--- src/rtl/spi_regbank_pkg.sv ---
// Shared types and helpers for the spi_regbank register map: address width
// sizing and address-to-region decode.
package spi_regbank_pkg;

  typedef enum logic [2:0] {
    REGION_CFG,
    REGION_STATUS,
    REGION_IRQ_PEND,
    REGION_IRQ_MASK,
    REGION_NONE
  } region_e;

  // Two extra slots above the config/status window hold IRQ_PEND and IRQ_MASK.
  function automatic int regbank_addr_w(input int num_cfg, input int num_status);
    return $clog2(num_cfg + num_status + 2);
  endfunction

  function automatic region_e addr_region(input int addr, input int num_cfg,
                                          input int num_status);
    if (addr < num_cfg)
      return REGION_CFG;
    else if (addr < num_cfg + num_status)
      return REGION_STATUS;
    else if (addr == num_cfg + num_status)
      return REGION_IRQ_PEND;
    else if (addr == num_cfg + num_status + 1)
      return REGION_IRQ_MASK;
    else
      return REGION_NONE;
  endfunction

endpackage

--- src/rtl/spi_regbank_irq.sv ---
// Sticky rising-edge interrupt block: pending bits cleared by write-1, a mask
// register, and a registered irq output.
module spi_regbank_irq #(
  parameter int NUM_IRQ   = 8,
  parameter int REG_WIDTH = 8
) (
  input  logic                 clk,
  input  logic                 rstb,
  input  logic                 ena,
  input  logic [NUM_IRQ-1:0]   irq_src,
  input  logic                 wr_pend,
  input  logic                 wr_mask,
  input  logic [NUM_IRQ-1:0]   wdata,
  output logic [REG_WIDTH-1:0] pend_rd,
  output logic [REG_WIDTH-1:0] mask_rd,
  output logic                 irq
);

  logic [NUM_IRQ-1:0] irq_src_q;
  logic [NUM_IRQ-1:0] irq_pending;
  logic [NUM_IRQ-1:0] irq_mask;
  logic [NUM_IRQ-1:0] rise;
  logic [NUM_IRQ-1:0] clr;

  assign rise = irq_src & ~irq_src_q;
  assign clr  = wr_pend ? wdata : '0;

  // The rise term is OR'd after the clear so a simultaneous set wins.
  always_ff @(posedge clk or negedge rstb) begin
    if (!rstb) begin
      irq_src_q   <= '0;
      irq_pending <= '0;
      irq_mask    <= '0;
      irq         <= 1'b0;
    end else if (ena) begin
      irq_src_q   <= irq_src;
      irq_pending <= (irq_pending & ~clr) | rise;
      if (wr_mask)
        irq_mask <= wdata;
      irq         <= |(irq_pending & irq_mask);
    end
  end

  always_comb begin
    pend_rd = '0;
    mask_rd = '0;
    pend_rd[NUM_IRQ-1:0] = irq_pending;
    mask_rd[NUM_IRQ-1:0] = irq_mask;
  end

endmodule

--- src/rtl/spi_regbank.sv ---
// Register bank behind the spi_reg serial engine: linear map of config,
// status and interrupt registers with per-register write strobes.
module spi_regbank
  import spi_regbank_pkg::*;
#(
  parameter int                          NUM_CFG    = 8,
  parameter int                          NUM_STATUS = 8,
  parameter int                          REG_WIDTH  = 8,
  parameter int                          NUM_IRQ    = 8,
  parameter logic [NUM_CFG*REG_WIDTH-1:0] CFG_RESET = '0,
  localparam int                         ADDR_WIDTH = regbank_addr_w(NUM_CFG, NUM_STATUS)
) (
  input  logic                            clk,
  input  logic                            rstb,
  input  logic                            ena,
  input  logic [ADDR_WIDTH-1:0]           reg_addr,
  input  logic [REG_WIDTH-1:0]            reg_data_o,
  input  logic                            reg_data_o_dv,
  output logic [REG_WIDTH-1:0]            reg_data_i,
  output logic [NUM_CFG*REG_WIDTH-1:0]    config_regs,
  output logic [NUM_CFG-1:0]              cfg_wr_stb,
  input  logic [NUM_STATUS*REG_WIDTH-1:0] status_regs,
  input  logic [NUM_IRQ-1:0]              irq_src,
  output logic                            irq
);

  region_e                region;
  logic                   wr_en;
  logic                   wr_pend;
  logic                   wr_mask;
  logic [REG_WIDTH-1:0]   pend_rd;
  logic [REG_WIDTH-1:0]   mask_rd;

  assign region  = addr_region(int'(reg_addr), NUM_CFG, NUM_STATUS);
  assign wr_en   = ena & reg_data_o_dv;
  assign wr_pend = wr_en & (region == REGION_IRQ_PEND);
  assign wr_mask = wr_en & (region == REGION_IRQ_MASK);

  // Strobe is registered alongside the data so both appear in the same cycle.
  always_ff @(posedge clk or negedge rstb) begin
    if (!rstb) begin
      config_regs <= CFG_RESET;
      cfg_wr_stb  <= '0;
    end else begin
      cfg_wr_stb <= '0;
      if (wr_en && region == REGION_CFG) begin
        for (int k = 0; k < NUM_CFG; k++) begin
          if (reg_addr == ADDR_WIDTH'(k)) begin
            config_regs[k*REG_WIDTH +: REG_WIDTH] <= reg_data_o;
            cfg_wr_stb[k]                         <= 1'b1;
          end
        end
      end
    end
  end

  always_comb begin
    reg_data_i = '0;
    case (region)
      REGION_CFG: begin
        for (int k = 0; k < NUM_CFG; k++)
          if (reg_addr == ADDR_WIDTH'(k))
            reg_data_i = config_regs[k*REG_WIDTH +: REG_WIDTH];
      end
      REGION_STATUS: begin
        for (int s = 0; s < NUM_STATUS; s++)
          if (reg_addr == ADDR_WIDTH'(NUM_CFG + s))
            reg_data_i = status_regs[s*REG_WIDTH +: REG_WIDTH];
      end
      REGION_IRQ_PEND: reg_data_i = pend_rd;
      REGION_IRQ_MASK: reg_data_i = mask_rd;
      default:         reg_data_i = '0;
    endcase
  end

  spi_regbank_irq #(
    .NUM_IRQ   (NUM_IRQ),
    .REG_WIDTH (REG_WIDTH)
  ) u_irq (
    .clk     (clk),
    .rstb    (rstb),
    .ena     (ena),
    .irq_src (irq_src),
    .wr_pend (wr_pend),
    .wr_mask (wr_mask),
    .wdata   (reg_data_o[NUM_IRQ-1:0]),
    .pend_rd (pend_rd),
    .mask_rd (mask_rd),
    .irq     (irq)
  );

endmodule

--- config.mk ---
export PLATFORM = sky130hd
export DESIGN_NAME = spi_regbank
export DESIGN_NICKNAME = d
export VERILOG_FILES = /design/src/rtl/spi_regbank_pkg.sv /design/src/rtl/spi_regbank_irq.sv /design/src/rtl/spi_regbank.sv
export SDC_FILE = /design/constraint.sdc
export NUM_CORES = 1
export LEC_CHECK = 0
export CAP_MARGIN = 20
export CORE_MARGIN = 4
export CORE_UTILIZATION = 34
export CTS_CLUSTER_DIAMETER = 120
export CTS_CLUSTER_SIZE = 10
export DETAILED_ROUTE_END_ITERATION = 12
export GPL_ROUTABILITY_DRIVEN = 0
export PLACE_DENSITY = 0.72
export SYNTH_ARGS = -nofsm -noshare
export SYNTH_HDL_FRONTEND = slang
export SYNTH_SLANG_ARGS = --single-unit
--- constraint.sdc ---
create_clock -name clk -period 4.45 [get_ports clk]
set_input_delay 0.89 -clock clk [delete_from_list [all_inputs] [get_ports clk]]
set_output_delay 0.89 -clock clk [all_outputs]
set_load 0.02 [all_outputs]
==> results.sh, run 1 <==
export IMPL_outcome="completed"
export IMPL_pwr_share_seq_pct=40.4
export IMPL_start_util_pct=34.79
export IMPL_post_cts_hold_buffer_count=0
export IMPL_worstSetupPathType="in -> out"
export IMPL_cap_viol_max_count=0
export IMPL_sequential_to_total_area_share_from_yosys_stat_pct=47.82
export IMPL_postLayoutCellArea_sq_mm=0.007377
export IMPL_final_cells=827
export IMPL_number_of_flops_mapped_to_enable_cells_by_yosys=0
export IMPL_drcViolationCount=0
export IMPL_floorplan_io_pins=170
export IMPL_layout_nets=727
export IMPL_synthXorXnorAreaFrac_pct=0
export IMPL_std_cell_rows=44
export IMPL_synth_yosys_warnings=0
export IMPL_worst_pin_slew_ps=1014
export IMPL_timing_setup_tns_ps=0
export IMPL_cts_htree_levels=3
export IMPL_numClockSinks=97
export IMPL_start_kind="input pin"
export IMPL_intPower_uw=1888
export IMPL_timing_critical_path_slowest_stage_cell="clkdlybuf4s50_1"
export IMPL_hold_violations=0
export IMPL_via_per_inst=5.709
export IMPL_tritoncts_num_buffers=9
export IMPL_synth_area_in_compound_gates_pct=15.26
export IMPL_synth_cell_type_count=49
export IMPL_post_cts_buffers=0
export IMPL_setup_violations=0
export IMPL_ys_dominant_reg_cell="dfrtp_1"
export IMPL_dp_worst_setup_slack_ps=73.94
export IMPL_die_width_um=130.2
export IMPL_design_die_area_sq_mm=0.01695
export IMPL_static_leakage_power_uw=0.003206
export IMPL_tritoncts="yes"
export IMPL_synth_fa_ha_area_share_pct=0
export IMPL_syn_nets=562
export IMPL_crit_path_end_kind="output port"
export IMPL_switchingPower_uw=752.2
export IMPL_place_detailed_hpwl_mm=14.36
export IMPL_ant_nets=0
export IMPL_mostFrequentLayoutCells="167 x clkdlybuf4s50_1, 97 x dfrtp_1, 62 x nand2_1"
export IMPL_clkLatencyLatePin_ps=350
export IMPL_critPathArrivalTime_ps=3510
export IMPL_diodes=0
export IMPL_final_max_slew_violation_count=0
export IMPL_antenna_violations_before_repair=0
export IMPL_synth_simple_gate_area_share_pct=12.52
export IMPL_synth_area_sq_mm=0.005076
export IMPL_timing_critical_path_required_ps=3560
export IMPL_synth_seq_cells=97
export IMPL_port_buffer_count=169
export IMPL_clkSlewWorstSetupHoldPaths_ps=60
export IMPL_synth_async_sr_flop_share_pct=100.0
export IMPL_cts_root_buf="clkbuf_16"
export IMPL_min_path_type="reg -> reg"
export IMPL_crit_path_cell_trace="clkdlybuf4s50_1 -> buf_4 -> buf_4 -> inv_2 -> nand2_1 -> a221oi_1 -> nand4b_1 -> clkdlybuf4s50_1"
export IMPL_main_combinational_cell_family_by_area_after_synthesis="multiplexers"
export IMPL_setup_ws_ps=50.36
export IMPL_max_clock_freq_ghz=0.2273
export IMPL_routed_wl_mm=18.77
export IMPL_route_vias_total=4721
export IMPL_syn_area_per_cell_sq_um=10.73
export IMPL_pwr_share_comb_pct=25.6
export IMPL_final_min_period_over_clock_period_pct=98.87
export IMPL_fin_total_pwr_uw=2640
export IMPL_global_route_usage_total_pct=22.02
export IMPL_post_route_cells_drive_above_1_share_pct=15.09
export IMPL_drt_iter0_drc=532
export IMPL_core_area_sq_mm=0.01459
export IMPL_area_post_placement_sq_mm=0.007023
export IMPL_critPathMaxStageDelay_ps=620
export IMPL_wire_per_inst_um=22.69
export IMPL_areaGrowthSynthToFinish_pct=45.33
export IMPL_synthMuxAreaShare_pct=20.34
export IMPL_post_synthesis_instance_total=473
export IMPL_grt_pass1_wl_mm=28.19
export IMPL_power_density_cell_area_mw_per_mm2=357.8
export IMPL_grt_max_degree=71
export IMPL_vdd_ir_drop_worst_mv=0.1861
export IMPL_die_h_um=130.2
export IMPL_place_inst=811
export IMPL_clock_skew_ps=5.130
export IMPL_detailedRoute_firstPassIterationCount=5
export IMPL_slew_headroom_pct=31.90
export IMPL_grt_overflow=0
export IMPL_timing_critical_path_fanout_max=13
export IMPL_clock_power_share_pct=33.9
export IMPL_final_common_cell="clkdlybuf4s50_1"
export IMPL_cts_max_path_buffers=2
export IMPL_final_min_clock_period_ps=4400
export IMPL_switching_share_pct=28.49
export IMPL_first_global_vias=4964
-- layer usage --
metal | vias to the layer above | part of all wire, % | GRT usage, %
li1 | 2068 | - | -
met1 | 2300 | 39 | 27.75
met2 | 307 | 47 | 35.82
met3 | 46 | 11 | 7.368
met4 | 0 | 2.7 | 7.029
met5 | - | 0 | 0
-- area by class of cell --
type                    count  area, sq um
multi-input cells         325         2451
clock inverters             5        102.6
repair buffers            190         1867
fillers                  1273         7212
inverters                  15        56.30
well taps                 184        230.2
clock buffers              11        242.7
flip-flops and latches     97         2427
-- sequential cells by signal, summed over array words and instances (netlist names) --
register,cells
u_irq.irq,1
u_irq.pend_rd,8
config_regs,64
u_irq.mask_rd,8
cfg_wr_stb,8
u_irq.irq_src_q,8
-- synthesized netlist by cell type (12+ instances only) --
cell type / instances / area, sq um
a21oi_1: 16 / 80.08
buf_2: 12 / 60.06
clkbuf_1: 20 / 75.07
dfrtp_1: 97 / 2427
inv_1: 13 / 48.80
mux2_1: 24 / 270.3
mux2_2: 41 / 461.7
mux2i_1: 12 / 120.1
nand2_1: 62 / 232.7
nor2_1: 23 / 86.33
o21ai_0: 27 / 135.1
-- what timing repair did --
action                                 in CTS  in global routing
endpoints found under the hold margin       0                  0
setup endpoints to repair                   0                  3
resized for setup                           0                  2
-- final timing paths --
check / end / cells past startpoint / start / slack [ps]
max: reg_data_i[4] / 8 / reg_addr[2] / 50
min: u_irq.pend_rd[4]$_DFFE_PN0P_ / 1 / u_irq.irq_src_q[4]$_DFFE_PN0P_ / 450
max reg2reg: u_irq.irq$_DFFE_PN0P_ / 3 / u_irq.pend_rd[1]$_DFFE_PN0P_ / 3290
min reg2reg: u_irq.pend_rd[4]$_DFFE_PN0P_ / 1 / u_irq.irq_src_q[4]$_DFFE_PN0P_ / 450
max in group asynchronous: config_regs[30]$_DFFE_PN0P_ / 2 / rstb / 2890
min in group asynchronous: config_regs[40]$_DFFE_PN0P_ / 1 / rstb / 650
-- worst max-delay path, delay by kind of cell --
| family | cells | cell delay [ps] |
|---|---|---|
| buf+inv | 5 | 1930 |
| simple gates | 2 | 290 |
| compound gates | 1 | 390 |
-- cells by family after synthesis --
kind of cell,Yosys count
buffers and inverters,51
DFF,97
muxes,85
AOI/OAI and AO/OA,112
and+or+nand+nor,128
-- through the flow --
stage / hold slack [ps] / utilization [%]
floorplan: 415.7 / -
global placement: 425.9 / 48.14
detailed placement: 439.6 / 48.14
CTS: 450.1 / 50.51
global route: 463.5 / 50.57
finish: 451.7 / 50.57
-- power groups by stage --
stage / combinational (uW) / clock, uW / sequential (uW)
floorplan: 217 / 0 / 1160
global placement: 665 / 0 / 1080
detailed placement: 674 / 0 / 1080
CTS: 679 / 907 / 1070
global route: 717 / 946 / 1080
finish: 677 / 896 / 1070
Power figures use the tool's default switching activity.
==> inputs of run 2 (changes only) <==
--- a/config.mk
+++ b/config.mk
@@ -12,7 +12,8 @@
 export CTS_CLUSTER_SIZE = 10
 export DETAILED_ROUTE_END_ITERATION = 12
 export GPL_ROUTABILITY_DRIVEN = 0
-export PLACE_DENSITY = 0.72
+export PLACE_DENSITY = 0.71
 export SYNTH_ARGS = -nofsm -noshare
 export SYNTH_HDL_FRONTEND = slang
+export SYNTH_HIERARCHICAL = 1
 export SYNTH_SLANG_ARGS = --single-unit
==> run 2 against run 1 <==
  * Combinational power hardly changed
  * Power is 0.32% lower
  * Maximum frequency is 4.5% higher
  * First-iteration DRC count is 34% lower
  * Core utilization is 0.52 points lower
  * Sequential share of layout area hardly changed
  * Routed wire length is 4.7% lower
  * Synthesized cell count stayed put
  * Global-route usage is 1.5 points lower
  * Sequential power hardly changed
  * Non-clock buffer count is 9 lower
  * Critical path type unchanged
  * Critical endpoint is now reg_data_i[2]
==> results.sh, run 2 <==
export IMPL_outcome="completed"
export IMPL_post_cts_resized=0
export IMPL_ant_nets=0
export IMPL_setup_repair_after_global_routing_missed_its_margin="false"
export IMPL_drt_iter0_drc=353
export IMPL_clkLatencyLatePin_ps=350
export IMPL_synth_top_cells_by_area="dfrtp_1 47%, mux2_2 17%, o21ai_0 3.8%"
export IMPL_main_combinational_cell_family_by_area_after_synthesis="multiplexers"
export IMPL_start_util_pct=35.24
export IMPL_worstSetupPathType="in -> out"
export IMPL_sequential_to_total_area_share_from_yosys_stat_pct=46.68
export IMPL_place_detailed_hpwl_mm=13.76
export IMPL_yosysTopAreaCell="dfrtp_1"
export IMPL_synthMuxAreaShare_pct=21.20
export IMPL_start_kind="input pin"
export IMPL_grt_max_degree=77
export IMPL_port_buffer_count=169
export IMPL_vdd_ir_drop_worst_mv=0.2201
export IMPL_grt_pass1_wl_mm=27.84
export IMPL_largest_reg_flops=64
export IMPL_clkSlewWorstSetupHoldPaths_ps=60
export IMPL_mostFrequentLayoutCells="165 x clkdlybuf4s50_1, 97 x dfrtp_1, 77 x mux2_2"
export IMPL_floorplan_io_pins=170
export IMPL_final_max_slew_violation_count=0
export IMPL_syn_area_per_cell_sq_um=10.99
export IMPL_route_vias_total=4603
export IMPL_diodes=0
export IMPL_worst_pin_slew_ps=954.4
export IMPL_synth_fa_ha_area_share_pct=0
export IMPL_cap_viol_max_count=0
export IMPL_tritoncts_num_buffers=9
export IMPL_number_of_flops_mapped_to_enable_cells_by_yosys=0
export IMPL_final_min_period_over_clock_period_pct=94.63
export IMPL_synth_seq_cells=97
export IMPL_antenna_violations_before_repair=2
export IMPL_post_synth_top_count_cell="dfrtp_1"
export IMPL_hold_violations=0
export IMPL_std_cell_rows=44
export IMPL_synth_area_in_compound_gates_pct=15.83
export IMPL_layout_nets=726
export IMPL_static_leakage_power_uw=0.003113
export IMPL_tritoncts="yes"
export IMPL_timing_critical_path_fanout_max=8
export IMPL_routed_wl_mm=17.89
export IMPL_via_per_inst=5.573
export IMPL_timing_setup_tns_ps=0
export IMPL_post_cts_hold_buffer_count=0
export IMPL_final_min_clock_period_ps=4211
export IMPL_core_area_sq_mm=0.01475
export IMPL_post_route_cells_drive_above_1_share_pct=19.78
export IMPL_min_path_type="reg -> reg"
export IMPL_critPathArrivalTime_ps=3320
export IMPL_first_global_vias=4892
export IMPL_areaGrowthSynthToFinish_pct=41.99
export IMPL_die_h_um=131.7
export IMPL_power_density_cell_area_mw_per_mm2=356.4
export IMPL_numClockSinks=97
export IMPL_synth_top_cell_area_share_pct=46.68
export IMPL_cts_htree_levels=3
export IMPL_synth_simple_gate_area_share_pct=11.77
export IMPL_final_common_cell="clkdlybuf4s50_1"
export IMPL_post_synthesis_instance_total=473
export IMPL_cts_root_buf="clkbuf_16"
export IMPL_syn_nets=562
export IMPL_crit_path_end_kind="output port"
export IMPL_detailedRoute_firstPassIterationCount=5
export IMPL_synth_async_sr_flop_share_pct=100.0
export IMPL_synthXorXnorAreaFrac_pct=0
export IMPL_ys_dominant_reg_cell="dfrtp_1"
export IMPL_max_clock_freq_ghz=0.2375
export IMPL_cts_max_path_buffers=2
export IMPL_top_register="config_regs"
export IMPL_grt_overflow=0
export IMPL_setup_violations=0
export IMPL_global_route_usage_total_pct=20.48
export IMPL_clock_skew_ps=9.530
export IMPL_slew_headroom_pct=36.37
export IMPL_post_cts_buffers=0
export IMPL_wire_per_inst_um=21.66
export IMPL_synth_cell_type_count=44
export IMPL_post_synth_most_frequent_cells="97 x dfrtp_1, 77 x mux2_2, 39 x o21ai_0, 32 x nand2_1, 19 x mux2i_1"
export IMPL_design_die_area_sq_mm=0.01734
export IMPL_timing_critical_path_required_ps=3560
export IMPL_synth_area_sq_mm=0.005200
export IMPL_drcViolationCount=0
export IMPL_die_width_um=131.7
export IMPL_finalHoldWorstSlack_ps=461.9
export IMPL_synth_yosys_warnings=6
[run 2: changes by cell type in the layout (fill, tap and decap cells not counted), sizes merged, moves of 8 or more]
cell / change
o22ai: +8
o21ai: +18
mux2: +14
nand2b: +8
nand2: -24
[run 2: per-layer routing]
layer	vias to the layer above	part of all wire, %	global-route usage [%]
met5	-	0.12	0
met4	4	2.6	6.826
met3	40	8.8	6.766
met2	210	48	33.93
met1	2267	41	25.26
li1	2082	-	-
[run 2: path summary, 6_finish.rpt]
check	cells past startpoint	endpoint	slack [ps]	startpoint
worst max-delay path	6	reg_data_i[2]	240	reg_addr[3]
worst min-delay path	1	u_irq/pend_rd[6]$_DFFE_PN0P_	460	u_irq/irq_src_q[6]$_DFFE_PN0P_
worst max register to register	3	u_irq/irq$_DFFE_PN0P_	3340	u_irq/mask_rd[3]$_DFFE_PN0P_
worst min register to register	1	u_irq/pend_rd[6]$_DFFE_PN0P_	460	u_irq/irq_src_q[6]$_DFFE_PN0P_
max in group asynchronous	2	config_regs[40]$_DFFE_PN0P_	2880	rstb
min in group asynchronous	1	u_irq/irq_src_q[1]$_DFFE_PN0P_	680	rstb
[run 2: through the flow]
stage | instances | util [%] | instance area, sq um | total power, uW | setup WS (ps)
after global placement | 810 | 47.66 | 7032 | 1735 | 330.5
after global routing | 826 | 50.04 | 7383 | 2744 | 131.1
after detailed placement | 810 | 47.66 | 7032 | 1750 | 302.1
final | 826 | 50.04 | 7383 | 2632 | 238.9
after floorplan | 473 | - | 5200 | 1373 | 1311
after CTS | 826 | 50.04 | 7383 | 2649 | 287.6
[run 2: worst max-delay path: stages]
cell             delay, ps
clkdlybuf4s50_1        560
or4b_1                 760
o22ai_1                200
a21oi_1                 70
o21ai_0                160
clkdlybuf4s50_1        680
[run 2: report_power, final]
part           internal (uW)  switching, uW  total (uW)
Combinational            340            334         675
Clock                    566            332         899
Sequential               976           82.2        1060
Total                   1880            749        2630
[run 2: cells by family (layout without fill, tap and decap cells)]
family                 after synthesis  in the layout
AO/OA/AOI/OAI                      126            126
AND/OR/NAND/NOR                    107            107
multiplexers                        99             99
flip-flops                          97             97
buffers and inverters               44            213
[run 2: area by class of cell]
class	instances	area [sq um]
well taps	184	230.2
flip-flops and latches	97	2427
inverters	16	60.06
fillers	1355	7371
clock inverters	6	112.6
multi-input cells	332	2537
repair buffers	181	1777
clock buffers	10	239.0
==> inputs of run 3 (changes only) <==
--- a/config.mk
+++ b/config.mk
@@ -13,6 +13,7 @@
 export DETAILED_ROUTE_END_ITERATION = 12
 export GPL_ROUTABILITY_DRIVEN = 0
 export PLACE_DENSITY = 0.71
+export SETUP_SLACK_MARGIN = 0.4
 export SYNTH_ARGS = -nofsm -noshare
 export SYNTH_HDL_FRONTEND = slang
 export SYNTH_HIERARCHICAL = 1
==> run 3 against run 2 <==
  * Clock power hardly changed
  * Non-clock buffer count unchanged
  * Global-route usage about the same
  * Clock skew is essentially flat
  * Maximum frequency up 8.0%
  * Via count grew 1.4%
  * Critical path type unchanged
  * Critical path depth rose by 1
  * Count of clock-buffer cells in the layout did not move
  * First-iteration DRC count shrank 16%
  * Largest cell class unchanged
  * Sequential share of layout area down 0.11 points
  * Setup slack better by 310 ps
  * Highest routed layer unchanged
==> results.sh, run 3 (synthesized netlist as in run 2, its figures left out) <==
export IMPL_cts_htree_levels=3
export IMPL_clkLatencyLatePin_ps=350
export IMPL_vdd_ir_drop_worst_mv=0.2201
export IMPL_final_min_clock_period_ps=3897
export IMPL_place_detailed_hpwl_mm=13.76
export IMPL_route_met2_wl_mm=8.531
export IMPL_final_common_cell="clkdlybuf4s50_1"
export IMPL_largest_reg_flops=64
export IMPL_tritoncts="yes"
export IMPL_grt_max_degree=77
export IMPL_cts_root_buf="clkbuf_16"
export IMPL_static_leakage_power_uw=0.003178
export IMPL_floorplan_io_pins=170
export IMPL_outcome="completed"
export IMPL_crit_path_end_kind="output port"
export IMPL_post_route_cells_drive_above_1_share_pct=20.25
export IMPL_final_cells=827
export IMPL_tritoncts_num_buffers=9
export IMPL_drt_iter0_drc=296
export IMPL_power_density_cell_area_mw_per_mm2=355.3
export IMPL_numClockSinks=97
export IMPL_reg2reg_setup_slack_ps=3340
export IMPL_cap_viol_max_count=0
export IMPL_crit_reg2reg_launch="u_irq/mask_rd[3]$_DFFE_PN0P_"
export IMPL_core_area_sq_mm=0.01475
export IMPL_first_global_vias=4895
export IMPL_die_width_um=131.7
export IMPL_hold_violations=0
export IMPL_antenna_violations_before_repair=3
export IMPL_top_register="config_regs"
export IMPL_routed_wl_mm=18.03
export IMPL_hold_depth=1
export IMPL_timing_setup_tns_ps=0
export IMPL_max_clock_freq_ghz=0.2566
export IMPL_slew_headroom_pct=35.97
export IMPL_via_per_inst=5.646
export IMPL_post_cts_hold_buffer_count=0
export IMPL_layout_nets=726
export IMPL_die_h_um=131.7
export IMPL_route_vias_total=4669
export IMPL_worst_pin_slew_ps=960.5
export IMPL_routed_wl_met3_mm=1.507
export IMPL_min_delay_worst_endpoint="u_irq/pend_rd[6]$_DFFE_PN0P_"
export IMPL_grt_overflow=0
export IMPL_std_cell_rows=44
export IMPL_grt_pass1_wl_mm=27.92
export IMPL_setup_repair_after_global_routing_missed_its_margin="false"
export IMPL_port_buffer_count=169
export IMPL_post_route_util_pct=50.21
export IMPL_timing_critical_path_required_ps=3560
export IMPL_worstSetupPathType="in -> out"
export IMPL_areaGrowthSynthToFinish_pct=42.47
export IMPL_start_util_pct=35.24
export IMPL_holdCritStartpoint="u_irq/irq_src_q[6]$_DFFE_PN0P_"
export IMPL_place_inst=810
export IMPL_met1_length_mm=7.472
export IMPL_timing_critical_path_fanout_max=26
export IMPL_min_path_type="reg -> reg"
export IMPL_postLayoutCellArea_sq_mm=0.007408
export IMPL_topRoutingLayerUsed="met5"
export IMPL_detailedRoute_firstPassIterationCount=5
export IMPL_critPathArrivalTime_ps=3010
export IMPL_r2r_end="u_irq/irq$_DFFE_PN0P_"
export IMPL_setup_violations=0
export IMPL_clock_skew_ps=9.347
export IMPL_global_route_usage_total_pct=20.52
export IMPL_area_post_placement_sq_mm=0.007032
export IMPL_drcViolationCount=0
export IMPL_wire_per_inst_um=21.80
export IMPL_start_kind="input pin"
export IMPL_final_max_slew_violation_count=0
export IMPL_n_fill_cell=1355
export IMPL_final_min_period_over_clock_period_pct=87.58
export IMPL_design_die_area_sq_mm=0.01734
export IMPL_cts_max_path_buffers=2
export IMPL_rr_worst_depth=3
export IMPL_mostFrequentLayoutCells="158 x clkdlybuf4s50_1, 97 x dfrtp_1, 77 x mux2_2"
export IMPL_clkSlewWorstSetupHoldPaths_ps=60
export IMPL_fin_total_pwr_uw=2632
export IMPL_ant_nets=0
[run 3: changes by cell type in the layout (fill, tap and decap cells not counted), sizes merged]
cell / change
buf: -1
clkdlybuf4s50: -7
diode: +1
dlymetal6s2s: +4
clkbuf: +1
dlygate4sd2: +3
[run 3: area by class of cell]
cell class / count / area [sq um] / area share (%)
Inverter: 16 / 60.06 / 0.8107
Timing Repair Buffer: 181 / 1788 / 24.13
Sequential cell: 97 / 2427 / 32.76
Tap cell: 184 / 230.2 / 3.108
Multi-Input combinational cell: 332 / 2549 / 34.40
Antenna cell: 1 / 2.502 / 0.03378
Clock buffer: 10 / 239.0 / 3.226
Clock inverter: 6 / 112.6 / 1.520
[run 3: through the flow]
stage | setup WS, ps | hold slack (ps)
after floorplan | 1311 | 415.7
after global placement | 330.5 | 425.8
after detailed placement | 302.1 | 454.5
after CTS | 391.1 | 463.4
after global routing | 482.1 | 496.3
final | 552.6 | 461.0
[run 3: how the worst max path moves through the flow]
| stage | slack [ps] | depth (start not counted) | from | to |
|---|---|---|---|---|
| 2_1_floorplan | 1310 | 7 | reg_addr[4] | reg_data_i[1] |
| 3_3_place_gp | 330 | 6 | reg_addr[3] | reg_data_i[1] |
| 3_5_place_dp | 300 | 7 | reg_addr[4] | reg_data_i[3] |
| 4_1_cts | 390 | 6 | reg_addr[4] | reg_data_i[1] |
| 5_1_grt | 480 | 7 | reg_addr[1] | reg_data_i[6] |
| 6_report | 550 | 7 | reg_addr[1] | reg_data_i[0] |
[run 3: layer usage]
layer | global-route usage [%] | up-vias
li1 | - | 2085
met3 | 6.957 | 51
met2 | 33.98 | 212
met4 | 6.943 | 4
met5 | 0 | -
met1 | 25.16 | 2317
[run 3: worst max-delay path, cell delays in order]
cell,delay [ps]
clkbuf_4,250
buf_4,280
nor2b_1,450
a221o_1,240
a21oi_1,110
o21ai_1,150
clkdlybuf4s50_1,620
[run 3: what timing repair did]
item                       in CTS  in global routing
setup buffers                   0                  0
setup endpoints to repair       8                  5
resized for setup               6                  7
gates cloned                    0                  0
[run 3: report_power, final]
group,internal [uW],leakage [uW],switching (uW)
Clock,566,0.000173,334
Combinational,339,0.00176,335
Sequential,976,0.00125,82.2
Total,1880,0.00318,751
